--- config.mk ---
export PLATFORM = sky130hd
export DESIGN_NAME = bullet_sprite_reader
export DESIGN_NICKNAME = d
export VERILOG_FILES = /design/src/rtl/bullet_sprite_reader.sv
export SDC_FILE = /design/constraint.sdc
export NUM_CORES = 1
export LEC_CHECK = 0
export ABC_AREA = 1
export BUFFER_PORTS_ARGS = -buffer_cell sky130_fd_sc_hd__buf_2
export CORE_MARGIN = 1
export CORE_UTILIZATION = 55
export DETAILED_ROUTE_END_ITERATION = 12
export GPL_ROUTABILITY_DRIVEN = 0
export PLACE_DENSITY = 0.87
export SYNTH_ARGS = -nofsm -noshare
export SYNTH_HDL_FRONTEND = slang
export SYNTH_SLANG_ARGS = --single-unit
--- constraint.sdc ---
create_clock -name Clk -period 4.8 [get_ports Clk]
set_input_delay 0.48 -clock Clk [delete_from_list [all_inputs] [get_ports Clk]]
set_output_delay 0.48 -clock Clk [all_outputs]
set_load 0.02 [all_outputs]
--- src/rtl/bullet_sprite_reader.sv ---
// bullet_sprite_reader: read side of the bullet sprite ROM.
// Hit-tests each scanned pixel against the latched bullet box, issues the ROM read address,
// absorbs the 1-cycle ROM latency and delivers an aligned palette index and opaque flag
// three cycles after the pixel was presented. Also counts opaque pixels per frame.
// Optional feature: define BULLET_MIRROR_EN to flip the sprite horizontally when the
// latched dir_left is set. Without it dir_left is accepted but ignored.
module bullet_sprite_reader #(
  parameter int unsigned      SPRITE_W        = 20,
  parameter int unsigned      SPRITE_H        = 20,
  parameter int unsigned      COORD_W         = 10,
  parameter int unsigned      ADDR_W          = 19,
  parameter int unsigned      PIX_W           = 4,
  parameter logic [PIX_W-1:0] TRANSPARENT_IDX = '0
) (
  input  logic               Clk,
  input  logic               Reset_n,
  input  logic               frame_start,
  input  logic               pix_valid,
  input  logic [COORD_W-1:0] DrawX,
  input  logic [COORD_W-1:0] DrawY,
  input  logic [COORD_W-1:0] BulletX,
  input  logic [COORD_W-1:0] BulletY,
  input  logic               bullet_active,
  input  logic               dir_left,
  output logic [ADDR_W-1:0]  read_address,
  input  logic [PIX_W-1:0]   rom_data,
  output logic               pix_out_valid,
  output logic               bullet_on,
  output logic [PIX_W-1:0]   palette_idx,
  output logic [15:0]        opaque_count
);

  // Box extents are compared one bit wider than the screen so sX+SPRITE_W cannot wrap.
  localparam logic [COORD_W:0]   SprWExt   = (COORD_W+1)'(SPRITE_W);
  localparam logic [COORD_W:0]   SprHExt   = (COORD_W+1)'(SPRITE_H);
  localparam logic [ADDR_W-1:0]  RowStride = ADDR_W'(SPRITE_W);
`ifdef BULLET_MIRROR_EN
  localparam logic [COORD_W-1:0] SprWLast  = COORD_W'(SPRITE_W - 1);
`endif

  // Frame-stable copy of the game-logic bullet state.
  logic [COORD_W-1:0] shadow_x_q;
  logic [COORD_W-1:0] shadow_y_q;
  logic               shadow_active_q;
`ifdef BULLET_MIRROR_EN
  logic               shadow_dir_q;
`else
  logic               unused_dir;
  assign unused_dir = dir_left;
`endif

  // Pipeline bookkeeping.
  logic s1_valid_q;
  logic s1_hit_q;
  logic s2_valid_q;
  logic s2_hit_q;

  // Opaque pixel counter for the frame in progress.
  logic [15:0] counter_q;

  // Stage-1 combinational hit test and address generation.
  logic [COORD_W:0]   dx_ext;
  logic [COORD_W:0]   dy_ext;
  logic [COORD_W:0]   sx_ext;
  logic [COORD_W:0]   sy_ext;
  logic               hit;
  logic [COORD_W-1:0] col_raw;
  logic [COORD_W-1:0] col;
  logic [COORD_W-1:0] row;
  logic [ADDR_W-1:0]  addr_next;

  assign dx_ext = {1'b0, DrawX};
  assign dy_ext = {1'b0, DrawY};
  assign sx_ext = {1'b0, shadow_x_q};
  assign sy_ext = {1'b0, shadow_y_q};

  assign hit = shadow_active_q
             & (dx_ext >= sx_ext) & (dx_ext < (sx_ext + SprWExt))
             & (dy_ext >= sy_ext) & (dy_ext < (sy_ext + SprHExt));

  // Offsets are only meaningful on a hit, where they are always inside the sprite.
  assign col_raw = DrawX - shadow_x_q;
  assign row     = DrawY - shadow_y_q;

`ifdef BULLET_MIRROR_EN
  assign col = shadow_dir_q ? (SprWLast - col_raw) : col_raw;
`else
  assign col = col_raw;
`endif

  assign addr_next = (ADDR_W'(row) * RowStride) + ADDR_W'(col);

  // Stage-3 decision: the ROM word for the stage-2 pixel is on rom_data this cycle.
  logic bullet_on_next;
  assign bullet_on_next = s2_valid_q & s2_hit_q & (rom_data != TRANSPARENT_IDX);

  // Latch bullet state only at frame start so a frame never tears mid-scan.
  always_ff @(posedge Clk or negedge Reset_n) begin
    if (!Reset_n) begin
      shadow_x_q      <= '0;
      shadow_y_q      <= '0;
      shadow_active_q <= 1'b0;
`ifdef BULLET_MIRROR_EN
      shadow_dir_q    <= 1'b0;
`endif
    end else if (frame_start) begin
      shadow_x_q      <= BulletX;
      shadow_y_q      <= BulletY;
      shadow_active_q <= bullet_active;
`ifdef BULLET_MIRROR_EN
      shadow_dir_q    <= dir_left;
`endif
    end
  end

  // Stage 1: register the ROM address on a hit (otherwise hold) and the pixel tags.
  always_ff @(posedge Clk or negedge Reset_n) begin
    if (!Reset_n) begin
      read_address <= '0;
      s1_valid_q   <= 1'b0;
      s1_hit_q     <= 1'b0;
    end else begin
      if (hit) begin
        read_address <= addr_next;
      end
      s1_valid_q <= pix_valid;
      s1_hit_q   <= hit;
    end
  end

  // Stage 2: delay the tags while the ROM registers its data.
  always_ff @(posedge Clk or negedge Reset_n) begin
    if (!Reset_n) begin
      s2_valid_q <= 1'b0;
      s2_hit_q   <= 1'b0;
    end else begin
      s2_valid_q <= s1_valid_q;
      s2_hit_q   <= s1_hit_q;
    end
  end

  // Stage 3: registered pixel outputs; transparent or outside pixels report TRANSPARENT_IDX.
  always_ff @(posedge Clk or negedge Reset_n) begin
    if (!Reset_n) begin
      pix_out_valid <= 1'b0;
      bullet_on     <= 1'b0;
      palette_idx   <= TRANSPARENT_IDX;
    end else begin
      pix_out_valid <= s2_valid_q;
      bullet_on     <= bullet_on_next;
      palette_idx   <= bullet_on_next ? rom_data : TRANSPARENT_IDX;
    end
  end

  // Count opaque outputs; frame_start publishes the count and restarts with this cycle's pixel.
  always_ff @(posedge Clk or negedge Reset_n) begin
    if (!Reset_n) begin
      counter_q    <= '0;
      opaque_count <= '0;
    end else if (frame_start) begin
      opaque_count <= counter_q;
      counter_q    <= bullet_on_next ? 16'd1 : 16'd0;
    end else if (bullet_on_next && (counter_q != 16'hFFFF)) begin
      counter_q <= counter_q + 16'd1;
    end
  end

endmodule

=== After elaboration in Yosys (flattened, before gate mapping) ===
Index checks and enable logic that the tools add are counted.

* Logic and storage cells: 38
* Output and inout port bits: 41
* Input bits: 50
* Bits in registers: 82

* Reduce and logical (&&, ||, !) cells: 3
* $mul: 1
* Bitwise logic cells: 6
* Multiplexer cells: 4
* Equality and inequality tests: 1
* Add/subtract/negate cells: 6
* Magnitude comparators: 4

{| class="wikitable"
|+ Operators with widths
! kind !! number
|-
| 2-to-1 mux 16 bit || 2
|-
| adder 10 x 5 -> 11 bit (second input constant) || 2
|-
| < comparator 10 x 11 -> 1 bit || 2
|-
| >= comparator 10 bit || 2
|-
| subtractor 10 bit || 2
|-
| adder 15 x 10 -> 16 bit || 1
|-
| adder 16 x 1 -> 16 bit (second input constant) || 1
|-
| != test 16 bit (second input constant) || 1
|-
| multiplier 10 x 3 -> 13 bit (second input constant) || 1
|-
| AND 1 bit || 6
|-
| 2-to-1 mux 4 bit || 1
|-
| nonzero test 4 bit || 1
|-
| nonzero test 2 bit || 1
|-
| logical AND 1 bit || 1
|-
| 2-to-1 mux 1 bit || 1
|}

=== Longest topological paths before layout ===
Gate-level depths: netlist of the first run.

* Depth after elaboration: 5
* Gate-level depth with buffers: 26
* Gate-level depth less buffers: 26

=== Worst setup path before layout of the first run ===
No wires, ideal clock.

* Path type: input to register
* From: input port DrawY[0]
* To: register read_address[14]
* Setup time: 0.117 ns
* Arrival time: 3.751 ns
* Setup slack: 0.932 ns
* Stages on the path: 22
* Required time: 4.683 ns
* Path buffers: 0
* Path through: inv_1 > ha_1 > fa_1 > o21ai_2 > nand3_1 > nand2_1 > xor2_1 > ha_1 > ha_1 > nand2_1 > nand2_1 > a31oi_1 > xor2_1 > inv_1 > ha_1 > nand3_1 > nand2_1 > nand2_1 > nor2_1 > nand4_1 > nand3_1 > nand2_1

* Cells in the longest elaborated chain, start to end: 3
* Elaborated cells on any way between the ends: 7
* Classes of those cells: add/sub: 2; mul: 1; order compare: 2; bitwise: 2

{| class="wikitable"
|+ Ends and longest elaborated chain
! item !! line !! text
|-
| from (decl) || 20 || <nowiki>input logic [COORD_W-1:0] DrawY,</nowiki>
|-
| subtractor 10 bit or >= comparator 10 bit (tied branches) || 83, 79 ||
|-
| multiplier 10 x 3 -> 13 bit or AND 1 bit (tied branches) || 91, 79 ||
|-
| adder 15 x 10 -> 16 bit or AND 1 bit (tied branches) || 91, 79 ||
|-
| to (signal assigned) || 124 || <nowiki>read_address <= addr_next;</nowiki>
|-
| to (decl) || 25 || <nowiki>output logic [ADDR_W-1:0] read_address,</nowiki>
|}

Several ways; a longest one is shown, not always the timed one.
A chain may end at the register's enable or synchronous reset.

=== Worst setup path after layout of the first run ===
* From: register shadow_y_q[2]
* To: register read_address[14]

* Cells in the longest elaborated chain, start to end: 3
* Elaborated cells on any way between the ends: 8
* Classes of those cells: add/sub: 3; mul: 1; order compare: 2; bitwise: 2

{| class="wikitable"
|+ Ends and longest elaborated chain
! item !! line !! text
|-
| from (decl) || 43 || <nowiki>logic [COORD_W-1:0] shadow_y_q;</nowiki>
|-
| from (signal assigned) || 108 || <nowiki>shadow_y_q <= BulletY;</nowiki>
|-
| subtractor 10 bit (tied with other cells) || 83 || <nowiki>assign row = DrawY - shadow_y_q;</nowiki>
|-
| multiplier 10 x 3 -> 13 bit (tied with other cells) || 91 || <nowiki>assign addr_next = (ADDR_W'(row) * RowStride) + ADDR_W'(col);</nowiki>
|-
| adder 15 x 10 -> 16 bit or AND 1 bit (tied branches) || 91, 79 ||
|}

Several ways; a longest one is shown, not always the timed one.

==> metrics.md, run 1 <==
| Metric | Value |
|---|---|
| Yosys reg bits | `approximately 80` |
| Kind of start point of the critical path | `register` |
| Final ANT Viol Nets | `0` |
| Worst skew pair latency | `0.39 ns` |
| Clock tree root buffer cell | `clkbuf_8` |
| Critical Path RT | `between 5 and 6 ns` |
| Synthesized cell area | `5580 um2` |
| RSZ-0062 raised after global routing | `false` |
| Layout cells sized above 1 | `around 15%` |
| Die area | `roughly 11000 um2` |
| Fin worst setup slack | `0.608 ns` |
| Async set-reset flop share out of synthesis | `between 90% and 100%` |
| GRT Overall Usage | `between 20% and 30%` |
| Data arrival, critical path | `about 4.5 ns` |
| Tcrit/Tclk final | `87.3%` |
| Vias/cell | `5.11` |
| Area contributors post-synth | `dfrtp_1 35%, ha_1 13%, nand2_1 12%, inv_1 6.2%, xor2_1 5.0%` |
| Initial DRC count | `200` |
| Peak supply drop | `roughly 0.0003 V` |
| Number of global-route vias before repair | `between 4000 and 5000` |
| Largest area contributor in the netlist | `dfrtp_1` |
| # nets final | `917` |
| Post-Syn Area per Cell | `7.74 um2` |
| Row count | `36` |
| Post-synthesis sequential area ratio | `35.4%` |
| Maximum buffer depth of the clock tree | `2` |
| Critical Setup Path Class | `reg -> reg` |
| EDFF count, synth | `0` |
| Die X | `~100 um` |
| Status | `finished, final reports clean` |
| Htree depth | `3` |
| Finished Core Util | `between 60 and 70%` |
| Fill cells | `~900` |
| Die H | `103 um` |
| DRC | `0` |
| Worst slew pin tran | `1.06 ns` |
| Worst setup EP type | `register` |
| Leakage | `3.38 nW` |
| Yosys warns | `0` |
| Synth cell count leaders | `175 x nand2_1, 92 x inv_1, 79 x dfrtp_1, 59 x ha_1, 55 x o21ai_0` |
| Initial Util | `56.8%` |
| Ant. Diodes | `0` |
| Setup-failing EPs final | `0` |
| WL final | `~12 mm` |
| Largest net degree at the start of global routing | `80` |
| Max-Cap Viols | `0` |
| Hold-fix buffers, CTS | `0` |
| Global-route wire length before repair | `around 19 mm` |
| # IOs | `between 90 and 100` |
| Power, Total | `between 2 and 3 mW` |
| Slew headroom | `between 20 and 30%` |
| Final Skew | `0.0172 ns` |
| Final hold vios | `0` |
| Power density cells | `around 430 nW/um2` |
| Min Clock Period, post-route | `4.19 ns` |
| Routed WL per cell | `around 12 um` |
| Hold slack | `between 0.15 and 0.2 ns` |
| Pre-CTS setup slack | `0.484 ns` |
| Setup tns final | `0 ns` |
| Synth unique cells | `39` |
| Clock slew at reported path FFs | `roughly 0.09 ns` |
| Total CTS buffers | `9` |
| Initial antenna violation count | `2` |
| Post-CTS sizing | `0` |
| Most frequent cell after synthesis | `nand2_1` |
| Total grt overflow | `0` |
| CTS tree | `built` |
| Core area | `9820 um2` |
| Hold Crit Class | `in -> reg` |
| Mapped Cells | `721` |
| Detailed Routing Iterations Pass 1 | `4` |
| Vias | `around 4800` |
| Critical Path Fanout Max | `6` |
| Postcts setup bufs | `0` |
| Most used DFF post-synth | `dfrtp_1` |
| Clk sinks | `79` |
| Max Fclk | `roughly 240 MHz` |
| Synth top area share | `35.4%` |
| Layout area overhead | `13.1%` |
| Final Max Tran Viols | `0` |
| Post-detail-place hpwl | `approximately 9.1 mm` |
| IO buf count | `between 80 and 90` |
[worst max-delay path, cell delays in order (launching register included)]
cell and delay, ns:
dfrtp_1 0.38, inv_1 0.08, ha_1 0.38, or2_1 0.26
nand2_1 0.10, xor2_1 0.31, inv_1 0.09, ha_1 0.30
ha_1 0.23, fa_1 0.42, a31oi_1 0.22, xor2_1 0.15
inv_1 0.05, ha_1 0.34, nand3_1 0.10, nand2_1 0.12
nand2_1 0.07, nor2_1 0.23, nand4_1 0.13, nand3_1 0.09
nand2_1 0.05
[power breakdown]
part	internal, mW	total, mW	switching [mW]
Clock	0.251	0.526	0.275
Sequential	0.742	0.781	0.0394
Combinational	0.577	1.43	0.857
Total	1.57	2.74	1.17
[layout by cell type (no fill, tap or decap), types with 2 or more instances in the layout]
master | netlist | final
nand2_1 | 175 | 175
inv_1 | 92 | 92
buf_2 | 2 | 85
dfrtp_1 | 79 | 79
ha_1 | 59 | 59
o21ai_0 | 55 | 55
nor2_1 | 53 | 53
a21oi_1 | 40 | 40
nand3_1 | 33 | 33
xor2_1 | 32 | 32
nor3_1 | 13 | 13
nand4_1 | 13 | 13
clkbuf_8 | 0 | 9
xnor2_1 | 8 | 8
nor2_2 | 5 | 5
a211oi_1 | 5 | 5
o21ai_1 | 5 | 5
nand3_2 | 4 | 4
o21bai_1 | 4 | 4
a21o_1 | 4 | 4
fa_1 | 4 | 4
inv_6 | 0 | 4
o2111ai_1 | 3 | 3
a31oi_1 | 3 | 3
conb_1 | 1 | 3
o211ai_1 | 2 | 2
inv_2 | 2 | 2
[kinds of logic after synthesis]
group           Yosys count  synth area share [%]
fa+ha+maj                63                  14.7
buf+inv                 110                  7.78
other cells               1                0.0672
xor+xnor                 40                  6.28
compound gates          124                  12.3
flops                    79                  35.4
simple gates            304                  23.4
[flip-flops by register name, indices dropped and copies added, names as in the netlist]
signal / cells
bullet_on: 1
counter_q: 16
opaque_count: 16
palette_idx: 4
pix_out_valid: 1
read_address: 16
s1_hit_q: 1
s1_valid_q: 1
s2_hit_q: 1
s2_valid_q: 1
shadow_active_q: 1
shadow_x_q: 10
shadow_y_q: 10
[routing by layer]
layer / track usage, % / part of all wire [%] / vias up / routed length [um]
met5: 0 / 0.11 / - / 13
met4: 8.57 / 2.0 / 2 / 227
met3: 7.12 / 4.2 / 19 / 489
met2: 39.4 / 47 / 76 / 5490
met1: 29.4 / 46 / 2202 / 5380
li1: - / - / 2515 / -
[final timing paths]
kind	end	cells after the start	slack [ns]	startpoint
max	read_address[14]	20	0.61	shadow_y_q[2]
min	s1_valid_q	1	0.19	pix_valid
max reg2reg	read_address[14]	20	0.61	shadow_y_q[2]
min reg2reg	s2_hit_q	0	0.36	s1_hit_q
max in group asynchronous	shadow_y_q[2]	1	3.93	Reset_n
min in group asynchronous	shadow_y_q[1]	1	0.21	Reset_n
[final cells by class]
class / count / area, um2 / share of cell area [%]
timing repair buffer: 86 / 433 / 6.86
multi-input combinational: 534 / 3170 / 50.3
inverter: 94 / 353 / 5.59
sequential: 79 / 1980 / 31.3
tap: 133 / 166 / 2.64
clock buffer: 9 / 124 / 1.96
clock inverter: 7 / 83.8 / 1.33
[through the flow]
stage | std cells | area, um2
3_3_place_gp | 926 | 6100
4_1_cts | 942 | 6310
3_5_place_dp | 926 | 6100
5_1_grt | 942 | 6310
2_1_floorplan | 723 | 5590
6_report | 942 | 6310
No activity file was read; power rests on OpenSTA's default activity.
==> run 2, diff against run 1 <==
Settings changed: PLACE_DENSITY 0.87 to 0.75.
==> run 2 against run 1 <==
Net effect: cell count grew 0.11%; sequential share of layout area is essentially flat; sequential power is essentially flat; global-route usage grew 0.12 points; sequential cell count is the same; maximum frequency grew 1.1%; non-clock buffer count is the same; setup slack gained 0.047 ns.
==> metrics.md, run 2 (synthesis gave the netlist of run 1 again) <==
| Metric | Value |
|---|---|
| Status | `finished, final reports clean` |
| Critical Setup Path Class | `reg -> reg` |
| Final Max Tran Viols | `0` |
| Total CTS buffers | `9` |
| Post-detail-place hpwl | `about 9.2 mm` |
| Peak supply drop | `around 0.00024 V` |
| Power density cells | `roughly 440 nW/um2` |
| Crit-path slowest cell | `fa_1` |
| Data arrival, critical path | `between 4 and 5 ns` |
| Initial Util | `a little under three fifths` |
| Maximum buffer depth of the clock tree | `2` |
| RSZ-0062 raised after global routing | `false` |
| DRC | `0` |
| Worst slew pin tran | `around 1.0 ns` |
| Vias/cell | `slightly above 5` |
| Min Clock Period, post-route | `slightly above 4 ns` |
| Max Fclk | `between 200 and 250 MHz` |
| Hold Crit Class | `in -> reg` |
| Routed WL per cell | `approximately 13 um` |
| Row count | `36` |
| Clock tree root buffer cell | `clkbuf_8` |
| Critical Path RT | `just over 5 ns` |
| Global-route wire length before repair | `a little under 20 mm` |
| Max-Cap Viols | `0` |
| Clock slew at reported path FFs | `~0.090 ns` |
| Detailed Routing Iterations Pass 1 | `4` |
| Initial DRC count | `176` |
| Setup tns final | `0 ns` |
| Clk sinks | `slightly below 80` |
| Postcts setup bufs | `0` |
| Final ANT Viol Nets | `0` |
| Layout area overhead | `13.1%` |
| Buf/Inv on CP | `3` |
| Fill cells | `a little over 900` |
| GRT Overall Usage | `a little under a quarter` |
| Post-CTS sizing | `0` |
| Leakage | `between 3 and 4 nW` |
| Tcrit/Tclk final | `86.4%` |
| Met1 GRT Util | `31.1%` |
| # nets final | `around 920` |
| Sequence of cells on the critical path | `inv_1, ha_1, or2_1, nand2_1, xor2_1, inv_1, ha_1, ha_1, fa_1, a31oi_1, xor2_1, inv_1, ha_1, a21oi_1, nand2_1, nand2_1, nor2_1, nand4_1, nand3_1, nand2_1` |
| Die area | `approximately 11000 um2` |
| # IOs | `about 90` |
| Worst setup EP type | `register` |
| Kind of start point of the critical path | `register` |
| Largest net degree at the start of global routing | `80` |
| Final hold vios | `0` |
| Most used routing layer | `met2` |
| Die H | `~100 um` |
| Power, Total | `around 2.7 mW` |
| Total grt overflow | `0` |
| IO buf count | `86` |
| Most frequent cells in the layout | `175 x nand2_1, 92 x inv_1, 85 x buf_2, 79 x dfrtp_1, 59 x ha_1` |
| Layout cells sized above 1 | `approximately 15%` |
| Final Skew | `between 0.01 and 0.015 ns` |
| Crit path max-delay family | `adder cells` |
| Htree depth | `3` |
| Met3 Usage GRT | `5.36%` |
| Hold-fix buffers, CTS | `0` |
| Vias | `around 4800` |
| Worst skew pair latency | `between 0.3 and 0.4 ns` |
| Number of global-route vias before repair | `4512` |
| Worst stage delay on the critical path | `roughly 0.42 ns` |
| WL final | `about 12 mm` |
| CTS tree | `built` |
| Die X | `103 um` |
| Critical Path Fanout Max | `6` |
| Setup-failing EPs final | `0` |
| Core area | `about 9800 um2` |
| Slew headroom | `~30%` |
| Initial antenna violation count | `1` |
| GR Util met2 | `approximately two fifths` |
| Regs by FF count | `counter_q: 16 flops, opaque_count: 16 flops, read_address: 16 flops` |
| Most common cell after layout, fill and taps aside | `nand2_1` |
run 2: changes by cell type in the layout (fill, tap and decap cells not counted):
cell / change
diode_2: +1
inv_8: -1
clkinv_4: +3
inv_6: -2
clkinv_2: +1
clkinvlp_4: -1
run 2: per-layer routing:
layer / vias up / part of all wire, %
li1: 2523 / -
met1: 2198 / 48
met2: 78 / 46
met3: 18 / 4.1
met4: 0 / 2.0
met5: - / 0
run 2: cell type report:
cell class	instances	area (um2)	area share, %
Tap cell	133	166	2.64
Sequential cell	79	1980	31.3
Clock buffer	9	124	1.96
Multi-Input combinational cell	534	3170	50.3
Clock inverter	7	78.8	1.25
Antenna cell	1	2.50	0.0397
Timing Repair Buffer	86	433	6.86
Inverter	94	353	5.59
run 2: power breakdown:
group	internal [mW]	switching, mW
Sequential	0.742	0.0412
Clock	0.246	0.276
Combinational	0.578	0.863
run 2: final timing paths:
path | slack, ns | cells past startpoint | endpoint | from
max | 0.65 | 20 | read_address[14] | shadow_y_q[2]
min | 0.21 | 1 | s1_valid_q | pix_valid
max reg2reg | 0.65 | 20 | read_address[14] | shadow_y_q[2]
min reg2reg | 0.36 | 0 | s2_valid_q | s1_valid_q
max in group asynchronous | 3.87 | 1 | s1_hit_q | Reset_n
min in group asynchronous | 0.24 | 1 | read_address[9] | Reset_n
run 2: stage by stage:
| stage | instance area [um2] | std cells | hold WS (ns) | setup slack (ns) | util, % |
|---|---|---|---|---|---|
| 2_1_floorplan | 5590 | 723 | 0.184 | 0.932 | - |
| 3_3_place_gp | 6100 | 926 | 0.334 | 0.539 | 62.2 |
| 3_5_place_dp | 6100 | 926 | 0.336 | 0.512 | 62.2 |
| 4_1_cts | 6310 | 942 | 0.202 | 0.639 | 64.2 |
| 5_1_grt | 6310 | 942 | 0.195 | 0.233 | 64.2 |
| 6_report | 6310 | 943 | 0.211 | 0.654 | 64.2 |
==> run 3, diff against run 2 <==
Settings changed: BUFFER_PORTS_ARGS -buffer_cell sky130_fd_sc_hd__buf_2 to unset, DONT_BUFFER_PORTS set to 1, PLACE_DENSITY 0.75 to 0.68.
==> run 3 against run 2 <==
Net effect: the run now ends with hold timing left; cell area shrank 6.3%; sequential cell count unchanged; highest routed layer unchanged; non-clock buffer count down 85; largest cell class unchanged.
==> metrics.md, run 3 (synthesis gave the netlist of run 1 again) <==
| Metric | Value |
|---|---|
| Status | `finished with violations` |
| Failing checks | `hold timing` |
| Die area | `between 10000 and 15000 um2` |
| Finished Core Util | `between 60% and 70%` |
| Switching part of the total | `42.0%` |
| Most common cell after layout, fill and taps aside | `nand2_1` |
| Regs by FF count | `counter_q: 16 flops, opaque_count: 16 flops, read_address: 16 flops` |
| RR Endpoint | `read_address[14]` |
| Buf/Inv on CP | `3` |
| Worst setup EP type | `register` |
| Initial antenna violation count | `0` |
| Layout area overhead | `5.99%` |
| GRT Overall Usage | `between 20% and 30%` |
| Int Power | `between 1.5 and 2 mW` |
| Die X | `between 100 and 150 um` |
| Routed WL per cell | `13.7 um` |
| WL final | `about 12 mm` |
| Detailed Routing Iterations Pass 1 | `5` |
| Kind of start point of the critical path | `register` |
| Peak supply drop | `0.000245 V` |
| Clock tree root buffer cell | `clkbuf_8` |
| Maximum buffer depth of the clock tree | `2` |
| Pre-CTS setup slack | `0.553 ns` |
| # nets final | `approximately 830` |
| Global-route wire length before repair | `roughly 19 mm` |
| Critical Setup Path Class | `reg -> reg` |
| Worst slew pin tran | `1.09 ns` |
| Total CTS buffers | `9` |
| Worst stage delay on the critical path | `approximately 0.42 ns` |
| Largest net degree at the start of global routing | `80` |
| Clock slew at reported path FFs | `about 0.080 ns` |
| Vias | `approximately 4600` |
| CTS tree | `built` |
| Crit. path cell count | `20` |
| Postcts setup bufs | `0` |
| Die H | `roughly 100 um` |
| RSZ-0062 raised after global routing | `false` |
| Critical Path End | `read_address[14]` |
| Placed insts | `840` |
| Final Max Tran Viols | `0` |
| Initial Util | `~57%` |
| DRC | `0` |
| Power, Total | `about 2.7 mW` |
| Core area | `9820 um2` |
| Leakage | `between 3 and 4 nW` |
| Crit path max-delay family | `adder cells` |
| Worst skew pair latency | `roughly 0.36 ns` |
| Sequential power share | `~32%` |
| Crit-path slowest cell | `fa_1` |
| Reg area | `1980 um2` |
| Hold slack | `-0.0142 ns` |
| Number of global-route vias before repair | `around 4300` |
| R2R depth | `20` |
| Reg2Reg Setup Slack | `0.67 ns` |
| Ant. Diodes | `0` |
| Multi-input logic area | `between 3000 and 4000 um2` |
| Dpl cell area | `5670 um2` |
| Power density cells | `456 nW/um2` |
| Combinational fraction of design power | `between 40% and 50%` |
| Fill cells | `930` |
| Final hold vios | `8` |
| Data arrival, critical path | `~4.4 ns` |
| Setup tns final | `0 ns` |
| Critical Path RT | `approximately 5.1 ns` |
| Tcrit/Tclk final | `between 80% and 90%` |
| Sw power | `between 1 and 1.5 mW` |
| Final Cell Area | `roughly 6000 um2` |
| Most frequent cells in the layout | `175 x nand2_1, 92 x inv_1, 79 x dfrtp_1, 59 x ha_1, 55 x o21ai_0` |
| Hold Crit Class | `in -> async` |
| Layout cells sized above 1 | `approximately 4.7%` |
| Setup crit start | `shadow_y_q[2]` |
| Fin worst setup slack | `~0.67 ns` |
| Setup-failing EPs final | `0` |
| Slew headroom | `27.4%` |
| Min Clock Period, post-route | `4.13 ns` |
| Post-route insts no fill | `857` |
| Max-Cap Viols | `0` |
| Sequence of cells on the critical path | `inv_1, ha_1, or2_1, nand2_1, xor2_1, inv_1, ha_1, ha_1, fa_1, a31oi_1, xor2_1, inv_1, ha_1, nand3_1, nand2_1, nand2_1, nor2_1, nand4_1, nand3_1, nand2_1` |
| Final Skew | `0.0124 ns` |
| Critical Path Fanout Max | `6` |
| Clock power share | `roughly a fifth` |
| Post-detail-place hpwl | `9.10 mm` |
| Max Fclk | `around 240 MHz` |
| Total grt overflow | `0` |
| Worst r2r src | `shadow_y_q[2]` |
| Row count | `36` |
| Post-CTS sizing | `0` |
| Clk sinks | `79` |
| Final ANT Viol Nets | `0` |
| Htree depth | `3` |
| IO buf count | `0` |
| # IOs | `91` |
| Initial DRC count | `between 150 and 200` |
| Vias/cell | `about 5.3` |
-- run 3: routing by layer --
metal | track usage [%] | up-vias | routed length [um]
met3 | 7.05 | 13 | 828
met5 | 0 | - | 0
met4 | 7.25 | 0 | 126
met2 | 37.4 | 100 | 5380
li1 | - | 2350 | -
met1 | 27.6 | 2101 | 5390
-- run 3: final cells by class --
cell class                      count  share of cell area (%)
Multi-Input combinational cell    534                    53.7
Sequential cell                    79                    33.4
Inverter                           94                    5.97
Tap cell                          133                    2.81
Clock buffer                       11                    2.22
Clock inverter                      5                    1.40
Timing Repair Buffer                1                   0.466
-- run 3: repair_timing --
action / 4_1_cts / 5_1_grt
hold endpoints to repair: 79 / 0
hold buffers: 1 / 0
setup endpoints to repair: 0 / 0
-- run 3: power groups by stage --
| stage | clock (mW) | sequential [mW] | combinational [mW] |
|---|---|---|---|
| 6_report | 0.541 | 0.869 | 1.28 |
| 5_1_grt | 0.578 | 0.880 | 1.47 |
| 3_3_place_gp | 0 | 0.879 | 1.23 |
| 4_1_cts | 0.560 | 0.871 | 1.29 |
| 2_1_floorplan | 0 | 0.868 | 1.07 |
| 3_5_place_dp | 0 | 0.884 | 1.27 |
-- run 3: worst reg2reg max path: stages, from the launching register on --
cell and delay, ns:
dfrtp_1 0.37, inv_1 0.07, ha_1 0.37, or2_1 0.26, nand2_1 0.11, xor2_1 0.27, inv_1 0.09, ha_1 0.30
ha_1 0.22, fa_1 0.42, a31oi_1 0.22, xor2_1 0.15, inv_1 0.05, ha_1 0.34, nand3_1 0.09, nand2_1 0.11
nand2_1 0.06, nor2_1 0.21, nand4_1 0.13, nand3_1 0.11, nand2_1 0.06
-- run 3: worst min path at each step --
stage	to	cells past startpoint	start	slack (ns)
floorplan	bullet_on	0	Reset_n	0.18
global placement	read_address[10]	0	Reset_n	0.19
detailed placement	read_address[5]	0	Reset_n	0.19
CTS	shadow_y_q[1]	1	Reset_n	0.02
global route	read_address[13]	1	Reset_n	0.01
finish	read_address[13]	1	Reset_n	-0.01
